$ cat src/rtl/regbank_seq.sv
// regbank_seq: single-issue READ -> EXEC -> WRITE sequencer for an 8x8
// register bank with an ALU handshake and a stalled-ALU timeout.
// Optional build macro: REGBANK_SEQ_R0_ZERO_EN -- when defined, an operation
// whose write-back targets register 0 completes without a bank write.
module regbank_seq #(
  parameter int DATA_W  = 8,
  parameter int ADDR_W  = 3,
  parameter int TIMEOUT = 16
) (
  input  logic              clk,
  input  logic              rst_n,
  input  logic              req_valid,
  output logic              req_ready,
  input  logic [ADDR_W-1:0] req_src1,
  input  logic [ADDR_W-1:0] req_src2,
  input  logic [ADDR_W-1:0] req_dest,
  input  logic              req_wb,
  output logic [ADDR_W-1:0] rf_addr1,
  output logic [ADDR_W-1:0] rf_addr2,
  output logic [ADDR_W-1:0] rf_addrdest,
  output logic [DATA_W-1:0] rf_datadest,
  output logic [2:0]        rf_control,
  output logic              rf_enable,
  output logic              alu_start,
  input  logic              alu_done,
  input  logic [DATA_W-1:0] alu_result,
  output logic              op_done,
  output logic              timeout_err,
  input  logic              err_clr
);

  localparam int CNT_W = (TIMEOUT > 1) ? $clog2(TIMEOUT) : 1;
  localparam logic [CNT_W-1:0] CNT_LAST = CNT_W'(TIMEOUT - 1);

  localparam logic [1:0] ST_IDLE  = 2'd0;
  localparam logic [1:0] ST_READ  = 2'd1;
  localparam logic [1:0] ST_EXEC  = 2'd2;
  localparam logic [1:0] ST_WRITE = 2'd3;

  logic [1:0]        state_r;
  logic [CNT_W-1:0]  cnt_r;
  logic [ADDR_W-1:0] dest_r;
  logic              wb_r;
  logic              skip_write_s;

  // Decide whether a write-back must be suppressed for the latched destination.
  always_comb begin
    skip_write_s = 1'b0;
`ifdef REGBANK_SEQ_R0_ZERO_EN
    if (dest_r == {ADDR_W{1'b0}}) begin
      skip_write_s = 1'b1;
    end else begin
      skip_write_s = 1'b0;
    end
`else
    skip_write_s = 1'b0;
`endif
  end

  // Accept a new operation only while idle and not held in reset.
  always_comb begin
    req_ready = 1'b0;
    if ((state_r == ST_IDLE) && rst_n) begin
      req_ready = 1'b1;
    end else begin
      req_ready = 1'b0;
    end
  end

  // Sequencer state, latched operation fields and all registered outputs.
  always_ff @(posedge clk) begin
    if (!rst_n) begin
      state_r     <= ST_IDLE;
      cnt_r       <= {CNT_W{1'b0}};
      dest_r      <= {ADDR_W{1'b0}};
      wb_r        <= 1'b0;
      rf_addr1    <= {ADDR_W{1'b0}};
      rf_addr2    <= {ADDR_W{1'b0}};
      rf_addrdest <= {ADDR_W{1'b0}};
      rf_datadest <= {DATA_W{1'b0}};
      rf_control  <= 3'b000;
      rf_enable   <= 1'b0;
      alu_start   <= 1'b0;
      op_done     <= 1'b0;
      timeout_err <= 1'b0;
    end else begin
      // Strobes default low; addresses and write data hold their last value.
      rf_control <= 3'b000;
      rf_enable  <= 1'b0;
      alu_start  <= 1'b0;
      op_done    <= 1'b0;
      // A clear is overridden below if a timeout fires in the same cycle.
      if (err_clr) begin
        timeout_err <= 1'b0;
      end

      case (state_r)
        ST_IDLE: begin
          if (req_valid) begin
            dest_r     <= req_dest;
            wb_r       <= req_wb;
            rf_addr1   <= req_src1;
            rf_addr2   <= req_src2;
            rf_control <= 3'b011;
            rf_enable  <= 1'b1;
            state_r    <= ST_READ;
          end
        end
        ST_READ: begin
          // Bank outputs are valid from the first EXEC cycle onward.
          alu_start <= 1'b1;
          cnt_r     <= {CNT_W{1'b0}};
          state_r   <= ST_EXEC;
        end
        ST_EXEC: begin
          if (alu_done) begin
            // Done takes priority over a coincident timeout limit.
            cnt_r <= {CNT_W{1'b0}};
            if (wb_r && !skip_write_s) begin
              rf_addrdest <= dest_r;
              rf_datadest <= alu_result;
              rf_control  <= 3'b100;
              rf_enable   <= 1'b1;
              state_r     <= ST_WRITE;
            end else begin
              op_done <= 1'b1;
              state_r <= ST_IDLE;
            end
          end else if (cnt_r == CNT_LAST) begin
            cnt_r       <= {CNT_W{1'b0}};
            timeout_err <= 1'b1;
            state_r     <= ST_IDLE;
          end else begin
            cnt_r <= cnt_r + CNT_W'(1);
          end
        end
        ST_WRITE: begin
          op_done <= 1'b1;
          state_r <= ST_IDLE;
        end
        default: begin
          state_r <= ST_IDLE;
        end
      endcase
    end
  end

endmodule

$ cat config.mk
export PLATFORM = sky130hd
export DESIGN_NAME = regbank_seq
export DESIGN_NICKNAME = d
export VERILOG_FILES = /design/src/rtl/regbank_seq.sv
export SDC_FILE = /design/constraint.sdc
export NUM_CORES = 1
export LEC_CHECK = 0
export CAP_MARGIN = 30
export CORE_ASPECT_RATIO = 0.8
export CORE_MARGIN = 2
export CORE_UTILIZATION = 25
export DETAILED_ROUTE_END_ITERATION = 7
export PLACE_DENSITY_LB_ADDON = 0.12
export SLEW_MARGIN = 10
export SYNTH_ARGS = -nofsm -noshare
export SYNTH_HDL_FRONTEND = slang
export SYNTH_SLANG_ARGS = --single-unit
$ cat constraint.sdc
create_clock -name clk -period 2 [get_ports clk]
set_clock_uncertainty 0.1 [all_clocks]
set_input_delay 0.4 -clock clk [delete_from_list [all_inputs] [get_ports clk]]
set_output_delay 0.4 -clock clk [all_outputs]
set_load 0.01 [all_outputs]
# --- Word-level counts from Yosys, hierarchy flattened ---
# Cells that the tools add are included.
totals:
  out_inout_bits: 25
  register_bits: 34
  inputBits: 23
  word_cells: 51
classes:
  eq_ne: 6
  reduce_logical: 6
  addsub: 1
  muxes: 25
op_table:
  columns: ["cell", "count"]
  rows:
  - ["$mux W1", 11]
  - ["$mux W2", 5]
  - ["$mux W4", 2]
  - ["$pmux W2 S4", 1]
  - ["$pmux W4 S2", 1]
  - ["$mux W3", 2]
  - ["$pmux W3 S2", 1]
  - ["$add A4 B1 Y4 const B", 1]
  - ["$eq A2 B2 Y1 const B", 2]
  - ["$eq A4 B4 Y1 const B", 1]
  - ["$pmux W1 S2", 2]
  - ["$reduce_and A2 Y1", 2]
  - ["$ne A3 B3 Y1 const B", 1]
  - ["$reduce_and A3 Y1", 1]
  - ["$eq A2 B1 Y1 const B", 1]
  - ["$logic_not A2 Y1", 1]
  - ["$ne A2 B2 Y1 const B", 1]
  - ["$reduce_bool A2 Y1", 1]
  - ["$logic_and A1 B1 Y1", 1]

# --- Depth between registers and ports, before layout ---
logic_depth:
  depth_word: 4
  mapped_depth: 6
  depth_no_buf: 5

# --- Worst setup path before layout ---
# OpenSTA, ideal clock, no wires.
synth_path:
  path_type: "register to register"
  start: "register state_r[0]"
  end: "register cnt_r[2]"
  setup_time_ps: 71
  path_stages_with_launch: 6
  period_less_slack_ps: 1479
  path_slack_ps: 521
  path_buffers: 0
  arrival_ps: 1309
  required_time_ps: 1829
  path_cell_list: "dfxtp_1 > inv_1 > ha_1 > nand3b_1 > or3b_1 > a21oi_1"
synth_between:
  elab_chain_len: 2
  word_cells_on_any_way: 4
  classes_between: "2 x eq/ne; 1 x mux; 1 x reduce/logical"
synth_lines:
  columns: ["element", "line_no", "rtl"]
  rows:
  - ["from (decl)", "40", "logic [1:0] state_r;"]
  - ["from (signal assigned)", "73", "state_r <= ST_IDLE;"]
  - ["from (signal assigned)", "106", "state_r <= ST_READ;"]
  - ["from (signal assigned)", "113", "state_r <= ST_EXEC;"]
  - ["$eq A2 B2 Y1 or $eq A2 B1 Y1 (tied branches)", "97", "case (state_r)"]
  - ["$pmux W4 S2 or $reduce_bool A2 Y1 (tied branches)", null, null]
  - ["to (signal assigned)", "112", "cnt_r <= {CNT_W{1'b0}};"]
  - ["to (signal assigned)", "118", "cnt_r <= {CNT_W{1'b0}};"]
  - ["to (signal assigned)", "130", "cnt_r <= {CNT_W{1'b0}};"]
  - ["to (decl)", "41", "logic [CNT_W-1:0] cnt_r;"]
# Parallel ways exist; a longest one is shown, timed or not.
# A chain may end at the register's enable or synchronous reset.

# --- Final worst setup path ---
layout_path:
  start: "register state_r[1]"
  end: "output req_ready"
layout_between:
  elab_chain_len: 3
layout_lines:
  columns: ["element", "line_no", "rtl"]
  rows:
  - ["$logic_not A2 Y1", "63", "if ((state_r == ST_IDLE) && rst_n) begin"]
  - ["$logic_and A1 B1 Y1", "63", null]
  - ["$mux W1", "63", null]
  - ["to (decl)", "13", "output logic req_ready,"]
# No other way between the ends.

==> flow_summary.toml <==
[sta]
holdWs_ps = 353.3
hold_viol_final = 0
rsz0062_at_grt = "no"
relSlewSlack_pct = 72.32
final.setup.worst_slack_ps = 98.51
tns_ps = 0
fin_crit_sh_pct = 95.07
setup_violations = 0
tightestPinTransition_ps = 414.2
fmax_mhz = 525.9
layout_min_cycle_time_ps = 1901
drv_slew = 0

[finish]
syn_to_final_growth_pct = 51.71
mostFrequentLayoutCell = "nand2_1"
finalInstanceArea_um2 = 1946
layout_common_cells = "nand2_1 (47), clkdlybuf4s50_1 (46), dfxtp_1 (33), a21oi_1 (27), clkbuf_8 (6)"
nets = 233
fillCellCount = 509
drive_above_1_share_pct = 7.282
n_antenna_cell = 0

[detailed_routing]
drtIter0Drc = 73
vias_per_cell = 4.504
route.detailed.drc = 0
vias = 1207
routed_wl_um = 3222
ant_nets = 0
wl_per_cell_um = 12.02
dr.pass1.iters = 4

[global_route]
use_met2_pct = 19.94
met1_usage_pct = 12.67
grt_max_degree = 23
antenna_found_initial = 0
top_usage_layer = "met2"
grt.total_usage_pct = 11.42
use_met3_pct = 4.101
grt_overflow = 0
grt_pass1_vias = 1121
grt_pass1_wl_um = 5064

[logic_synthesis]
syn_avg_cell_area_um2 = 8.328
synth_seq_area_share_pct = 51.51
yosysWarnings = 0
synthCells = 154
yosys.cell_types.count = 28
ys_seq_elements = 33
syn_area_um2 = 1282
syn_nets = 182

[floorplanning]
die_x_um = 84.08
die_h_um = 68.06
num_io_pins = 48
start_util_pct = 25.76
dieArea_um2 = 5722
rows = 23
coreArea_um2 = 4979

[power]
p_per_area_nw_per_um2 = 858.2
vdd_drop_max_v = 0.0003323
clkPwrFrac_pct = 38.2
switching_share_pct = 24.52
p_int_uw = 1260
p_comb_share_pct = 18.3
p_switching_uw = 409.4
seqPwrFrac_pct = 43.5
p_leak_uw = 0.0007071

[min_path]
hold_path.class = "flop to flop"

[critical_path]
crit_fanout = 5
crit_arrival_ps = 1400
startpoint_type = "flop"
worstPathRequired_ps = 1500
crit_path_end_kind = "primary output"
path_class = "flop to primary output"

[cts]
cts.sinks = 33
cts_tree = "done"
cts_setup_buffers = 0
cts_root_buf = "clkbuf_8"
clock_path_buffers = 2
cts.htree.levels = 2
insertion_delay_ps = 280
cts_buffers = 5
clk_pin_slew_ps = 70

[run_status]
status = "finished, final reports clean"

[placed_design]
place.port_buffers = 47
place_area_um2 = 1828
dp_hpwl_um = 2335
place_congestion = 0.8213
place_ws_ps = -30.01

[flow_run]
maxCapViolations = 0
[power by group through the flow]
stage | Sequential (uW) | Combinational [uW] | Clock [uW]
2_1_floorplan | 748 | 153 | 0
3_3_place_gp | 738 | 301 | 0
3_5_place_dp | 740 | 305 | 0
4_1_cts | 726 | 307 | 662
5_1_grt | 732 | 334 | 689
6_report | 727 | 305 | 638
[critical path: stages (launching register included)]
cell	delay, ps
dfxtp_1	410
inv_1	100
ha_2	210
and2_1	140
dlygate4sd2_1	280
[cell type report]
class,count,area (um^2),area share (%)
clock buffers,7,86.33,4.437
clock inverters,1,30.03,1.543
inverters,5,18.77,0.9646
multi-input cells,108,565.5,29.07
flip-flops and latches,33,660.6,33.95
well taps,62,77.57,3.987
repair buffers,52,506.7,26.04
[cells in the mapped netlist, drive strengths merged]
library cell  count  area [um^2]
o21ai             1        5.000
nand4             1        6.260
o211a             1        10.01
a21oi            27        135.1
a31oi             2        12.51
nand2            47        176.4
ha                5        62.56
nor3              1        5.000
a211oi            1        7.510
inv               5        18.77
and3              1        7.510
or3               1        6.260
a211o             1        8.760
buf               4        25.02
clkbuf            4        15.01
nand4b            1        8.760
nand3b            1        7.510
and2b             1        10.01
or3b              1        8.760
nand3             4        20.02
o2bb2ai           1        8.760
nor3b             1        7.510
nor2b             1        6.260
and2              3        18.77
dfxtp            33        660.6
nand2b            2        12.51
nor2              3        11.26
[path summary, 6_finish.rpt]
path	from	endpoint	slack, ps	depth (start not counted)
setup reg to reg	state_r[1]	cnt_r[2]	340	5
setup / recovery	state_r[1]	req_ready	100	4
hold reg to reg	rf_addrdest[1]	rf_addrdest[1]	350	2
hold / removal	rf_addrdest[1]	rf_addrdest[1]	350	2
[per-stage QoR]
step                util, %  cells  power, uW
global placement      36.72    260       1039
floorplan                 -    154      900.9
finish                39.08    268       1670
detailed placement    36.72    260       1046
global route          39.08    268       1755
CTS                   39.08    268       1695
[state kept, by name (all words and copies together), names as in the netlist, 2 cells and up]
name / count
rf_control: 2
rf_addr1: 3
cnt_r: 4
state_r: 2
rf_datadest: 8
rf_addrdest: 3
rf_addr2: 3
dest_r: 3
[layer usage]
| layer | vias up | wire, um |
|---|---|---|
| met4 | 0 | 38 |
| met3 | 5 | 256 |
| met2 | 41 | 1498 |
| met5 | - | 0 |
| li1 | 611 | - |
| met1 | 550 | 1429 |
[cell families (layout without fill, tap and decap cells)]
kind of cell | Yosys count | after routing | synth area share, %
AND/OR/NAND/NOR | 69 | 69 | 24.39
adder cells (fa/ha/maj) | 5 | 5 | 4.878
AO/OA/AOI/OAI | 34 | 34 | 14.63
flip-flops | 33 | 33 | 51.51
buffers and inverters | 13 | 65 | 4.585
[repair_timing]
action,CTS,global route
endpoints found under the setup margin,1,0
hold buffers,0,0
gates resized for setup,2,0
No activity file was read; power rests on OpenSTA's default activity.
==> patch 1: new RTL, same settings <==
Change the parameter `ADDR_W` from 3 to 2.
--- a/src/rtl/regbank_seq.sv
+++ b/src/rtl/regbank_seq.sv
@@ -4,7 +4,7 @@
 // whose write-back targets register 0 completes without a bank write.
 module regbank_seq #(
   parameter int DATA_W  = 8,
-  parameter int ADDR_W  = 3,
+  parameter int ADDR_W  = 2,
   parameter int TIMEOUT = 16
 ) (
   input  logic              clk,
Interface: changed (6 resized); port bits go from 48 to 42. The function was not compared with the original's and may differ.
==> patch 1 against the original RTL <==
  * Setup slack better by 77 ps
  * Total power down 2.4%
  * Final area down 8.0%
  * Largest power group is now clock
  * Register-to-register slack better by 60 ps
  * Clock power up 11%
  * Fmax up 4.2%
  * Routed wire length down 15%
  * Sequential cell count down 4
  * Synthesized area down 11%
  * Highest routed layer unchanged
==> patch 1: results (changes against the original RTL) <==
CP Max Fanout -> 4 (-1)
Worst-Skew Late Latency -> 270 ps
R2R cell count -> 6 (+1)
Max Buffers Root-to-Sink -> 2 (unchanged)
Hold Crit Start -> dest_r[1]
Status -> finished clean
Fillers -> 453 (-11%)
Area contributors post-synth -> dfxtp_1, nand2_1, a21oi_1, ha_1, nand3_1
Vias in the first global route -> 1036 (-7.6%)
Fraction of layout cells with a size suffix above 1 -> 9.24% (+2.0 points)
Slew headroom -> 69.7% (-2.7 points)
Gpl congestion -> 0.723 (-12%)
First-pass GRT wire length -> 4510 µm (-11%)
Via-to-Cell Ratio -> 4.31 (-4.4%)
Crit path to -> req_ready
Setup bufs post-CTS -> 0 (unchanged)
Clock period minus final worst setup slack -> 1820 ps (-76.6 ps)
Sequential-to-total area share from yosys stat -> 50.6% (-0.91 points)
Initial DRC Count -> 40 (-45%)
TritonCTS buffer count -> 5 (unchanged)
Fin nets -> 208 (-11%)
Worst setup startpoint -> state_r[0]
Syn_nets -> 162 (-11%)
Worst VDD drop -> 673 µV (+100%)
Post-synth top cells -> nand2_1, dfxtp_1, a21oi_1
Pre-CTS setup slack -> -18.4 ps (+11.7 ps)
Static Leakage -> 0.652 nW (-7.8%)
Crit path arrival time -> 1320 ps (-80 ps)
HPWL after DPL -> 1980 µm (-15%)
Min-Delay Path Class -> reg -> reg
Post-Syn Area -> 1150 µm² (-11%)
Input/output buffers -> 41 (-13%)
Initial antenna violation count -> 0 (unchanged)
Synth warnings -> 0 (unchanged)
Reg2reg setup slack -> 400 ps (+60 ps)
Worst-path clk slew -> 60 ps
Asr flop ratio synth -> 0% (unchanged)
Post-synthesis cell type count -> 28 (unchanged)
GRT Resource Usage Total -> 11.3% (-0.093 points)
Pin count of the biggest net entering global routing -> 23 (unchanged)
Wire per inst -> 11.2 µm (-7.0%)
Clock root cell -> clkbuf_8
Finished Layout Cells -> 244 (-9.0%)
Ant diodes -> 0 (unchanged)
Biggest regs -> rf_datadest (8), cnt_r (4)
H-tree levels -> 2 (unchanged)
TritonRoute pass-1 iters -> 4 (unchanged)
GRT overflow -> 0 (unchanged)
FF-to-FF End -> state_r[0]
Post-Syn Instances -> 137 (-11%)
DP Cell Count -> 236 (-9.2%)
Synth Flop Type -> dfxtp_1
-- patch 1: report_power, final --
group | total, mW | internal (mW) | switching (mW) | leakage (nW)
Sequential | 0.639 | 0.616 | 0.0229 | 0.236
Combinational | 0.282 | 0.144 | 0.138 | 0.347
Clock | 0.709 | 0.494 | 0.214 | 0.0681
-- patch 1: worst max-delay path, stage by stage (launching register included) --
cell	delay [ps]
dfxtp_2	350
inv_1	70
ha_1	220
and2_1	140
dlygate4sd2_1	280
-- patch 1: worst min path at each step --
stage | to | slack [ps] | cells past startpoint
global route | rf_addrdest[1] | 370 | 2
floorplan | rf_addrdest[0] | 330 | 2
CTS | rf_datadest[0] | 360 | 2
detailed placement | rf_datadest[0] | 350 | 2
finish | rf_addrdest[1] | 350 | 2
global placement | rf_datadest[1] | 340 | 2
-- patch 1: cells by family after synthesis --
logic type      after synthesis  synth area share [%]
fa+ha+maj                     5                  5.45
simple gates                 60                  24.5
compound gates               30                  14.6
flops                        29                  50.6
buf+inv                      13                  4.80
-- patch 1: area by class of cell --
| cell class | count | area [µm²] | share of cell area, % |
|---|---|---|---|
| tap | 60 | 75.1 | 4.20 |
| inverter | 5 | 18.8 | 1.05 |
| timing repair buffer | 47 | 467 | 26.1 |
| sequential | 29 | 583 | 32.6 |
| clock inverter | 3 | 65.1 | 3.64 |
| clock buffer | 5 | 68.8 | 3.85 |
| multi-input combinational | 95 | 512 | 28.6 |
-- patch 1: what timing repair did --
action / 4_1_cts / 5_1_grt
gates resized for setup: 3 / 0
hold buffers: 0 / 0
endpoints found under the setup margin: 1 / 0
-- patch 1: through the flow --
step	setup TNS, ps	util [%]	instance area [µm²]
6_report	0	39.6	1790
5_1_grt	0	39.6	1790
4_1_cts	0	39.6	1790
3_5_place_dp	-18.4	36.6	1650
3_3_place_gp	-18.6	36.6	1650
2_1_floorplan	0	-	1150
-- patch 1: layer usage --
metal | global-route usage [%] | up-vias | routed length [µm]
met5 | 0 | - | 0
met4 | 4.45 | 0 | 32
met3 | 4.60 | 4 | 252
li1 | - | 554 | -
met2 | 18.2 | 45 | 1140
met1 | 13.6 | 448 | 1310
==> patch 2: new RTL, same flow settings <==
Without the edit above. Put one more register stage on the output `timeout_err`, cleared by the reset. The value now appears one clock later. The other outputs are not delayed to match.
--- a/src/rtl/regbank_seq.sv
+++ b/src/rtl/regbank_seq.sv
@@ -36,6 +36,8 @@
   localparam logic [1:0] ST_READ  = 2'd1;
   localparam logic [1:0] ST_EXEC  = 2'd2;
   localparam logic [1:0] ST_WRITE = 2'd3;
+
+  logic timeout_err_s0;
 
   logic [1:0]        state_r;
   logic [CNT_W-1:0]  cnt_r;
@@ -82,7 +84,7 @@
       rf_enable   <= 1'b0;
       alu_start   <= 1'b0;
       op_done     <= 1'b0;
-      timeout_err <= 1'b0;
+      timeout_err_s0 <= 1'b0;
     end else begin
       // Strobes default low; addresses and write data hold their last value.
       rf_control <= 3'b000;
@@ -91,7 +93,7 @@
       op_done    <= 1'b0;
       // A clear is overridden below if a timeout fires in the same cycle.
       if (err_clr) begin
-        timeout_err <= 1'b0;
+        timeout_err_s0 <= 1'b0;
       end
 
       case (state_r)
@@ -128,7 +130,7 @@
             end
           end else if (cnt_r == CNT_LAST) begin
             cnt_r       <= {CNT_W{1'b0}};
-            timeout_err <= 1'b1;
+            timeout_err_s0 <= 1'b1;
             state_r     <= ST_IDLE;
           end else begin
             cnt_r <= cnt_r + CNT_W'(1);
@@ -145,5 +147,13 @@
     end
   end
 
+  always_ff @(posedge clk) begin
+    if (!rst_n) begin
+      timeout_err <= '0;
+    end else begin
+      timeout_err <= timeout_err_s0;
+    end
+  end
+
 endmodule
 
Formal check against the unedited RTL: no difference found for any inputs over 10 cycles, from zero or initial values and one cycle with rst_n low; that may be too few to reach the edited logic, so the function may still have changed.
==> patch 2 against the original RTL <==
  * Synthesized area up 2.0%
  * Critical endpoint unchanged
  * Die area grew 1.9%
  * Routed wire length fell by 0.99%
  * Setup slack better by 25 ps
  * Sequential cell count grew 1
  * Count of clock-buffer cells in the layout shrank 1
  * Critical path depth unchanged
  * Final cell count up 0.37%
  * Total power increased by 0.49%
  * Final area up 1.2%
==> patch 2: results (changes against the original RTL) <==
Vias in the first global route -> 1181 (+5.4%)
GRT Resource Usage Total -> 11.7% (+0.24 points)
WHS Path Cells -> 2 (unchanged)
Post-synth top cells -> nand2_1, dfxtp_1, a21oi_1
Via-to-Cell Ratio -> 4.45 (-1.1%)
Max Buffers Root-to-Sink -> 2 (unchanged)
Crit path arrival time -> 1380 ps (-20 ps)
Sequential-to-total area share from yosys stat -> 52.0% (+0.50 points)
Worst-Margin Slew -> 421 ps (+7.22 ps)
HPWL after DPL -> 2380 µm (+2.0%)
FF-to-FF End -> cnt_r[3]
Fraction of layout cells with a size suffix above 1 -> 7.25% (-0.035 points)
Worst VDD drop -> 365 µV (+9.9%)
Initial DRC Count -> 39 (-47%)
DRT Wirelength -> 3190 µm (-0.99%)
Gpl congestion -> 0.752 (-8.4%)
Area contributors post-synth -> dfxtp_1, nand2_1, a21oi_1, ha_1, and2_1
Pin count of the biggest net entering global routing -> 20 (-13%)
Fin nets -> 235 (+0.86%)
Max incr delay on CP -> 380 ps (-30 ps)
First-pass GRT wire length -> 5240 µm (+3.6%)
Post-placement cell area -> 1850 µm² (+1.4%)
Hold Path End -> rf_datadest[1]
Syn_nets -> 184 (+1.1%)
Static Leakage -> 0.717 nW (+1.4%)
Status -> finished clean
-- patch 2: per-stage QoR --
stage	util [%]	std cells	setup slack (ps)	hold slack, ps
floorplan	-	156	521	332
global placement	36.8	262	-11.3	339
detailed placement	36.8	262	-25.2	350
CTS	39.1	269	97.9	360
global route	39.1	269	38.3	381
finish	39.1	269	123	356
-- patch 2: tightest hold or removal path, delay by kind of cell (launching register included) --
family / cells / cell delay (ps)
AND/OR/NAND/NOR: 1 / 50
AO/OA/AOI/OAI: 1 / 50
flip-flops: 1 / 310
-- patch 2: worst max path at each step --
stage,startpoint,to,cells past startpoint
floorplan,state_r[0],cnt_r[2],5
global placement,rst_n,req_ready,3
detailed placement,rst_n,req_ready,3
CTS,state_r[0],req_ready,4
global route,state_r[1],req_ready,4
finish,state_r[0],req_ready,4
-- patch 2: final cells by class --
| class | count | area, µm² |
|---|---|---|
| fillers | 513 | 3070 |
| flip-flops and latches | 34 | 681 |
| inverters | 5 | 18.8 |
| clock buffers | 6 | 82.6 |
| well taps | 62 | 77.6 |
| repair buffers | 52 | 507 |
| clock inverters | 1 | 30.0 |
| multi-input cells | 109 | 572 |
-- patch 2: layer usage --
metal / up-vias / track usage, % / routed length (µm)
li1: 614 / - / -
met1: 548 / 13.5 / 1440
met2: 31 / 20.1 / 1500
met3: 5 / 4.05 / 203
met4: 0 / 4.76 / 44
met5: - / 0 / 0
-- patch 2: power breakdown --
part	leakage (nW)	switching, mW	internal (mW)
combinational	0.383	0.150	0.155
sequential	0.276	0.0251	0.720
clock	0.0573	0.230	0.398
-- patch 2: logic make-up after synthesis --
logic type | count (synthesis) | synth area share (%)
DFF | 34 | 52.0
AOI/OAI and AO/OA | 34 | 14.3
adders and majority gates | 5 | 4.78
buffers and inverters | 13 | 4.49
and+or+nand+nor | 70 | 24.4
